===== config.mk =====
export PLATFORM = sky130hd
export DESIGN_NAME = layer_mac_sequencer
export DESIGN_NICKNAME = d
export VERILOG_FILES = /design/src/rtl/layer_mac_sequencer_pkg.sv /design/src/rtl/layer_mac_sequencer_mac_q88.sv /design/src/rtl/layer_mac_sequencer.sv
export SDC_FILE = /design/constraint.sdc
export NUM_CORES = 1
export LEC_CHECK = 0
export CAP_MARGIN = 0
export CORE_MARGIN = 2
export CORE_UTILIZATION = 40
export CTS_BUF_LIST = sky130_fd_sc_hd__clkbuf_4 sky130_fd_sc_hd__clkbuf_8
export CTS_CLUSTER_SIZE = 12
export DETAILED_ROUTE_END_ITERATION = 8
export MAX_ROUTING_LAYER = met4
export PLACE_DENSITY = 0.58
export SLEW_MARGIN = 20
export SYNTH_ARGS = -nofsm -noshare
export SYNTH_HDL_FRONTEND = slang
export SYNTH_SLANG_ARGS = --single-unit

===== constraint.sdc =====
create_clock -name clock -period 22.3 [get_ports clock]
set_clock_uncertainty 0.1 [all_clocks]
set_input_delay 4.46 -clock clock [delete_from_list [all_inputs] [get_ports clock]]
set_output_delay 4.46 -clock clock [all_outputs]
set_load 0.03 [all_outputs]

===== src/rtl/layer_mac_sequencer_pkg.sv =====
// Shared widths, special sector/address codes, FSM encoding and layer config payload
// for the dense-layer MAC sequencer.
package layer_mac_sequencer_pkg;

    localparam int unsigned DEF_DATA_W = 16;
    localparam int unsigned DEF_FRAC_W = 8;
    localparam int unsigned DEF_ACC_W  = 40;
    localparam int unsigned DEF_RD_LAT = 1;

    localparam int unsigned SECT_W = 4;
    localparam int unsigned ADDR_W = 4;
    localparam int unsigned NOUT_W = 5;
    localparam int unsigned LAST_W = NOUT_W + 1;

    localparam logic [SECT_W-1:0] ROM_SECTOR = 4'd15;
    localparam logic [ADDR_W-1:0] BIAS_ADDR  = 4'd15;

    typedef enum logic [2:0] {
        ST_IDLE  = 3'd0,
        ST_ISSUE = 3'd1,
        ST_DRAIN = 3'd2,
        ST_WRITE = 3'd3,
        ST_DONE  = 3'd4
    } state_t;

    typedef struct packed {
        logic [SECT_W-1:0] in_sector;
        logic [SECT_W-1:0] w_sector_base;
        logic [SECT_W-1:0] out_sector;
        logic [ADDR_W-1:0] n_inputs;
        logic [NOUT_W-1:0] n_outputs;
        logic              relu_en;
    } layer_cfg_t;

    // Configurations that would read the bias slot as data, write the ROM, overwrite
    // the inputs, or run the weight sectors past sector 15.
    function automatic logic cfg_illegal(input layer_cfg_t cfg);
        logic [LAST_W-1:0] w_end;
        w_end = LAST_W'(cfg.w_sector_base) + LAST_W'(cfg.n_outputs);
        return (cfg.n_inputs == '0) || (cfg.n_inputs >= BIAS_ADDR)
            || (cfg.n_outputs == '0) || (cfg.n_outputs > 5'd16)
            || (cfg.out_sector == ROM_SECTOR)
            || (cfg.out_sector == cfg.in_sector)
            || (w_end > 6'd16);
    endfunction

endpackage


===== src/rtl/layer_mac_sequencer_mac_q88.sv =====
// Signed fixed-point MAC: accumulates x*w products and the shifted bias, then
// rounds, saturates to the word range and optionally applies ReLU.
module layer_mac_sequencer_mac_q88
    import layer_mac_sequencer_pkg::*;
#(
    parameter int unsigned DATA_W = DEF_DATA_W,
    parameter int unsigned FRAC_W = DEF_FRAC_W,
    parameter int unsigned ACC_W  = DEF_ACC_W
) (
    input  logic              clock,
    input  logic              reset,
    input  logic              clear,
    input  logic              acc_en,
    input  logic              is_bias,
    input  logic              relu_en,
    input  logic [DATA_W-1:0] x,
    input  logic [DATA_W-1:0] w,
    output logic [DATA_W-1:0] result_c
);

    localparam logic signed [ACC_W-1:0] HALF  = ACC_W'(1) <<< (FRAC_W - 1);
    localparam logic signed [ACC_W-1:0] MAX_V = ACC_W'((1 << (DATA_W - 1)) - 1);
    localparam logic signed [ACC_W-1:0] MIN_V = ACC_W'(-(1 << (DATA_W - 1)));

    logic signed [2*DATA_W-1:0] prod;
    logic signed [ACC_W-1:0]    term;
    logic signed [ACC_W-1:0]    acc_q;
    logic signed [ACC_W-1:0]    acc_d;
    logic signed [ACC_W-1:0]    rounded;
    logic        [DATA_W-1:0]   sat;

    // result_c reflects the accumulator including the term consumed this cycle
    always_comb begin
        prod = $signed(x) * $signed(w);
        if (is_bias) begin
            term = $signed({{(ACC_W-DATA_W){w[DATA_W-1]}}, w}) <<< FRAC_W;
        end else begin
            term = $signed({{(ACC_W-2*DATA_W){prod[2*DATA_W-1]}}, prod});
        end
        acc_d   = acc_en ? (acc_q + term) : acc_q;
        rounded = (acc_d + HALF) >>> FRAC_W;
        if (rounded > MAX_V) begin
            sat = {1'b0, {(DATA_W-1){1'b1}}};
        end else if (rounded < MIN_V) begin
            sat = {1'b1, {(DATA_W-1){1'b0}}};
        end else begin
            sat = rounded[DATA_W-1:0];
        end
        result_c = (relu_en && sat[DATA_W-1]) ? '0 : sat;
    end

    always_ff @(posedge clock) begin
        if (reset || clear) begin
            acc_q <= '0;
        end else begin
            acc_q <= acc_d;
        end
    end

endmodule


===== src/rtl/layer_mac_sequencer.sv =====
// Runs one dense layer: streams inputs and weight rows from the sector memory,
// accumulates each neuron through the MAC and writes the results back.
module layer_mac_sequencer
    import layer_mac_sequencer_pkg::*;
#(
    parameter int unsigned DATA_W = DEF_DATA_W,
    parameter int unsigned FRAC_W = DEF_FRAC_W,
    parameter int unsigned ACC_W  = DEF_ACC_W,
    parameter int unsigned RD_LAT = DEF_RD_LAT
) (
    input  logic              clock,
    input  logic              reset,
    input  logic              start,
    input  logic [SECT_W-1:0] in_sector,
    input  logic [SECT_W-1:0] w_sector_base,
    input  logic [SECT_W-1:0] out_sector,
    input  logic [ADDR_W-1:0] n_inputs,
    input  logic [NOUT_W-1:0] n_outputs,
    input  logic              relu_en,
    output logic              busy,
    output logic              done,
    output logic              err,
    output logic [ADDR_W-1:0] read_add_1,
    output logic [SECT_W-1:0] read_sector_selector_1,
    output logic [ADDR_W-1:0] read_add_2,
    output logic [SECT_W-1:0] read_sector_selector_2,
    input  logic [DATA_W-1:0] read_data_1,
    input  logic [DATA_W-1:0] read_data_2,
    output logic [DATA_W-1:0] data_write,
    output logic [SECT_W-1:0] sector_write_select,
    output logic [ADDR_W-1:0] write_address,
    output logic              en_write
);

    state_t            state, state_d;
    layer_cfg_t        cfg, cfg_d, start_cfg;
    logic [ADDR_W-1:0] cnt, cnt_d;
    logic [NOUT_W-1:0] j, j_d;

    logic              busy_d, done_d, err_d, en_write_d;
    logic [ADDR_W-1:0] ra1_d, ra2_d, wa_d;
    logic [SECT_W-1:0] rs1_d, rs2_d, sws_d;
    logic [DATA_W-1:0] dw_d;

    logic              issue_valid, issue_bias;
    logic              pipe_valid, pipe_bias;
    logic              mac_clear;
    logic [DATA_W-1:0] result_c;

    assign start_cfg = {in_sector, w_sector_base, out_sector, n_inputs, n_outputs, relu_en};

    // Tags each issued read so the MAC knows when its data lands and whether it is the bias
    if (RD_LAT == 0) begin : g_no_pipe
        assign pipe_valid = issue_valid;
        assign pipe_bias  = issue_bias;
    end else begin : g_pipe
        logic [RD_LAT-1:0] valid_q, bias_q;
        always_ff @(posedge clock) begin
            if (reset) begin
                valid_q <= '0;
                bias_q  <= '0;
            end else begin
                valid_q[0] <= issue_valid;
                bias_q[0]  <= issue_bias;
                for (int k = 1; k < int'(RD_LAT); k++) begin
                    valid_q[k] <= valid_q[k-1];
                    bias_q[k]  <= bias_q[k-1];
                end
            end
        end
        assign pipe_valid = valid_q[RD_LAT-1];
        assign pipe_bias  = bias_q[RD_LAT-1];
    end

    layer_mac_sequencer_mac_q88 #(
        .DATA_W (DATA_W),
        .FRAC_W (FRAC_W),
        .ACC_W  (ACC_W)
    ) u_mac (
        .clock    (clock),
        .reset    (reset),
        .clear    (mac_clear),
        .acc_en   (pipe_valid),
        .is_bias  (pipe_bias),
        .relu_en  (cfg.relu_en),
        .x        (read_data_1),
        .w        (read_data_2),
        .result_c (result_c)
    );

    always_comb begin
        state_d     = state;
        cfg_d       = cfg;
        cnt_d       = cnt;
        j_d         = j;
        busy_d      = busy;
        done_d      = 1'b0;
        err_d       = 1'b0;
        en_write_d  = 1'b0;
        ra1_d       = read_add_1;
        rs1_d       = read_sector_selector_1;
        ra2_d       = read_add_2;
        rs2_d       = read_sector_selector_2;
        dw_d        = data_write;
        sws_d       = sector_write_select;
        wa_d        = write_address;
        issue_valid = 1'b0;
        issue_bias  = 1'b0;
        mac_clear   = 1'b0;

        case (state)
            ST_IDLE: begin
                busy_d = 1'b0;
                if (start) begin
                    cfg_d  = start_cfg;
                    busy_d = 1'b1;
                    if (cfg_illegal(start_cfg)) begin
                        state_d = ST_DONE;
                        done_d  = 1'b1;
                        err_d   = 1'b1;
                    end else begin
                        state_d = ST_ISSUE;
                        cnt_d   = '0;
                        j_d     = '0;
                        ra1_d   = '0;
                        ra2_d   = '0;
                        rs1_d   = in_sector;
                        rs2_d   = w_sector_base;
                        sws_d   = out_sector;
                        wa_d    = '0;
                    end
                end
            end
            // Addresses for the next issue slot are registered one cycle ahead
            ST_ISSUE: begin
                issue_valid = 1'b1;
                issue_bias  = (cnt == cfg.n_inputs);
                if (issue_bias) begin
                    cnt_d = '0;
                    if (RD_LAT == 0) begin
                        state_d    = ST_WRITE;
                        en_write_d = 1'b1;
                        dw_d       = result_c;
                        wa_d       = j[ADDR_W-1:0];
                    end else begin
                        state_d = ST_DRAIN;
                    end
                end else begin
                    cnt_d = cnt + 4'd1;
                    ra1_d = cnt + 4'd1;
                    ra2_d = ((cnt + 4'd1) == cfg.n_inputs) ? BIAS_ADDR : (cnt + 4'd1);
                end
            end
            ST_DRAIN: begin
                if (cnt == 4'(RD_LAT - 1)) begin
                    state_d    = ST_WRITE;
                    en_write_d = 1'b1;
                    dw_d       = result_c;
                    wa_d       = j[ADDR_W-1:0];
                end else begin
                    cnt_d = cnt + 4'd1;
                end
            end
            ST_WRITE: begin
                mac_clear = 1'b1;
                if (j == (cfg.n_outputs - 5'd1)) begin
                    state_d = ST_DONE;
                    done_d  = 1'b1;
                end else begin
                    state_d = ST_ISSUE;
                    j_d     = j + 5'd1;
                    cnt_d   = '0;
                    ra1_d   = '0;
                    ra2_d   = '0;
                    rs1_d   = cfg.in_sector;
                    rs2_d   = cfg.w_sector_base + 4'(j + 5'd1);
                    sws_d   = cfg.out_sector;
                end
            end
            ST_DONE: begin
                state_d = ST_IDLE;
                busy_d  = 1'b0;
            end
            default: begin
                state_d = ST_IDLE;
                busy_d  = 1'b0;
            end
        endcase
    end

    always_ff @(posedge clock) begin
        if (reset) begin
            state                  <= ST_IDLE;
            cfg                    <= '0;
            cnt                    <= '0;
            j                      <= '0;
            busy                   <= 1'b0;
            done                   <= 1'b0;
            err                    <= 1'b0;
            en_write               <= 1'b0;
            read_add_1             <= '0;
            read_sector_selector_1 <= '0;
            read_add_2             <= '0;
            read_sector_selector_2 <= '0;
            data_write             <= '0;
            sector_write_select    <= '0;
            write_address          <= '0;
        end else begin
            state                  <= state_d;
            cfg                    <= cfg_d;
            cnt                    <= cnt_d;
            j                      <= j_d;
            busy                   <= busy_d;
            done                   <= done_d;
            err                    <= err_d;
            en_write               <= en_write_d;
            read_add_1             <= ra1_d;
            read_sector_selector_1 <= rs1_d;
            read_add_2             <= ra2_d;
            read_sector_selector_2 <= rs2_d;
            data_write             <= dw_d;
            sector_write_select    <= sws_d;
            write_address          <= wa_d;
        end
    end

endmodule


==> reports/qor.csv <==
stage;metric;value;unit
run_status;run status;complete, no violations;
global_routing;first-pass GRT wire length;82970;µm
global_routing;vias in the first global route;15950;
global_routing;gr usage total;21.07;%
clock_tree;clk buf depth;2;
synthesis;mux contribution to synthesized area;1.603;%
worst_setup_path;Worst Path Arrival;16.51;ns
route;Initial DRC Count;901;
clock_tree;# resized after CTS;0;
clock_tree;Clock Latency Late Sink;0.45;ns
synthesis;Post-Syn Area;18880;µm²
global_routing;initial antenna violation count;0;
worst_hold_path;Worst Hold Class;flip-flop to flip-flop;
clock_tree;Setup Buffers After CTS;0;
job;max-cap violations;0;
synthesis;adder-cell share of the synthesized area;37.11;%
synthesis;post-synth top area cell;fa_1;
layout;layout cells sized above 1;3.604;%
synthesis;Commonest cells post-synth;344 x inv_1, 265 x fa_1, 263 x nand2_1;
synthesis;Synth top area share;28.09;%
floorplanning;Core ar.;46560;µm²
clock_tree;Sinks on Clock Net;120;
layout;Final Util;44.63;%
layout;multi-input logic area;14830;µm²
sta;min Tclk post-route;16.29;ns
placed_design;I/O Buffers;100;
floorplanning;die width;221.3;µm
route;DRC violations left;0;
synthesis;YS warnings;0;
synthesis;post-synthesis compound-gate area fraction;14.40;%
global_routing;pin count of the biggest net entering global routing;73;
synthesis;Mapped Avg Cell Area;8.278;µm²
layout;# diodes;0;
layout;sequential cell area;2405;µm²
route;via/cell ratio;5.366;
floorplanning;IO Count;101;
floorplanning;die height;221.3;µm
sta;Worst Tran Pin Value;1.128;ns
worst_setup_path;Max FO, Critical Path;13;
placed_design;GP Congestion;0.8945;
clock_tree;H-tree depth;4;
synthesis;EDFF count, synth;0;
layout;fin nets;2777;
placed_design;placed cell count;2907;
synthesis;largest cells by area after synthesis;fa_1 28%, dfxtp_1 13%, ha_1 9.0%;
global_routing;gr ovfl total;0;
route;DRT Wirelength;49430;µm
sta;setup TNS;0;ns
clock_tree;Reg clk slew, reported paths;0.09;ns
synthesis;post-synthesis cell count;2281;
worst_setup_path;worst endpoint required time;22.53;ns
floorplanning;row count;79;
route;detailed-route wire length per cell;16.83;µm
synthesis;Yosys cell types;85;
route;first-pass iteration count of the detailed router;5;
layout;Non-Filler Instances;2938;
route;vias after detailed routing;15760;
worst_setup_path;Most common cell on crit path;fa_1;
synthesis;ys async rst share;0;%
sta;Max Slew Vio Count;0;
worst_setup_path;Largest stage delay, worst path;0.67;ns
synthesis;syn_nets;2739;
sta;highest clock rate;61.41;MHz
floorplanning;Die ar.;48960;µm²
sta;Setup Viol. Count Final;0;
synthesis;largest family of logic cells by synthesized area;adder cells;
floorplanning;Starting Density;40.56;%
sta;Fin. Hold Viols;0;
clock_tree;CTS Hold Bufs;0;
synthesis;xor/xnor share of the synthesized area;4.545;%
worst_hold_path;Min-Delay Path Depth;2;
worst_setup_path;RR Startpoint;g_pipe.bias_q;
placed_design;Final HPWL DP;39240;µm
sta;WHS;0.3576;ns
worst_setup_path;CP startpoint;read_data_2[15];
layout;filler cell count;4639;
synthesis;sequential area share after synthesis;12.72;%
clock_tree;CTS tree;built;
route;post-route ant nets;0;
layout;Layout area overhead;10.04;%
worst_setup_path;r2r worst-path depth;17;
worst_setup_path;WS Path Type;input port to flip-flop;
clock_tree;CTS buffer count;17;
worst_setup_path;CP Launch Type;input port;
worst_hold_path;hold path startpoint;read_add_1[2];
synthesis;register bit total from synthesis;120;
sta;Final Cycle Share;73.03;%
sta;Max-slew headroom;24.55;%
clock_tree;Root Driver;clkbuf_8;
worst_setup_path;endpoint class of the critical path;flip-flop;
sta;RSZ-0062 raised after global routing;no;
synthesis;count leader, synth;inv_1;
synthesis;ys flop type;dfxtp_1;
synthesis;simple-gate area share of the yosys netlist;20.80;%
worst_setup_path;Worst path slowest cell;clkdlybuf4s50_1;
-- registers in the layout, indices dropped and copies added, names as in the netlist, 3 cells and up --
| name | cells |
|---|---|
| u_mac.acc_q | 40 |
| cfg | 22 |
| data_write | 16 |
| j | 5 |
| cnt | 4 |
| read_add_1 | 4 |
| read_add_2 | 4 |
| read_sector_selector_1 | 4 |
| read_sector_selector_2 | 4 |
| sector_write_select | 4 |
| write_address | 4 |
| state | 3 |
-- critical path, delay by kind of cell --
| family | cells | cell delay [ns] |
|---|---|---|
| simple gates | 7 | 1.35 |
| xor+xnor | 1 | 0.18 |
| buf+inv | 4 | 1.34 |
| fa+ha+maj | 8 | 3.98 |
| compound gates | 18 | 5.18 |
-- kinds of logic (layout without fill, tap and decap cells) --
family          Yosys count  after routing
flops                   120            120
mux                      30             30
compound gates          397            397
simple gates            796            796
xor+xnor                 98             98
buf+inv                 439            489
fa+ha+maj               401            401
-- cells in the final DEF (no fill, tap or decap), types with 16 or more instances in the layout --
cell and n:
nor2_1 159, nand2b_1 31, clkbuf_8 17, mux2i_1 28, nand4_1 23, ha_1 136
xor2_1 34, a21o_1 42, o21ai_0 64, a211oi_1 29, xnor2_1 64, fa_1 265
and3_1 16, nand2_1 263, a31oi_1 20, inv_1 343, and2_1 133, nor3_1 39
nor2b_1 19, dfxtp_1 118, or3_1 19, nand3_1 34, a21oi_1 105, clkdlybuf4s50_1 99
-- final timing paths --
kind / to / slack (ns)
hold / removal: read_add_1[2] / 0.36
setup / recovery: data_write[0] / 6.01
setup reg to reg: data_write[7] / 15.98
hold reg to reg: read_add_1[2] / 0.36
-- per-stage QoR --
step                worst slack (ns)  cell area [µm²]
finish                         6.015            20780
global route                   5.410            20780
CTS                            6.121            20770
detailed placement             5.667            20380
global placement               5.891            20380
floorplan                      7.510            18880
-- per-layer routing --
metal,track usage [%],up-vias,share of wire [%]
li1,-,7566,-
met1,28.82,7774,47
met2,33.74,368,47
met3,2.496,56,3.8
met4,4.265,0,1.6
met5,-,-,0
-- area by class of cell --
type                            instances  share of cell area [%]
Clock buffer                           17                   1.126
Clock inverter                         14                  0.7647
Inverter                              344                   6.214
Multi-Input combinational cell       1722                   71.37
Sequential cell                       120                   11.57
Tap cell                              607                   3.655
Timing Repair Buffer                  114                   5.299
Power is left out: the tool's default activity adds up to more than one toggle a clock period on the data nets, which glitch-free logic cannot reach.
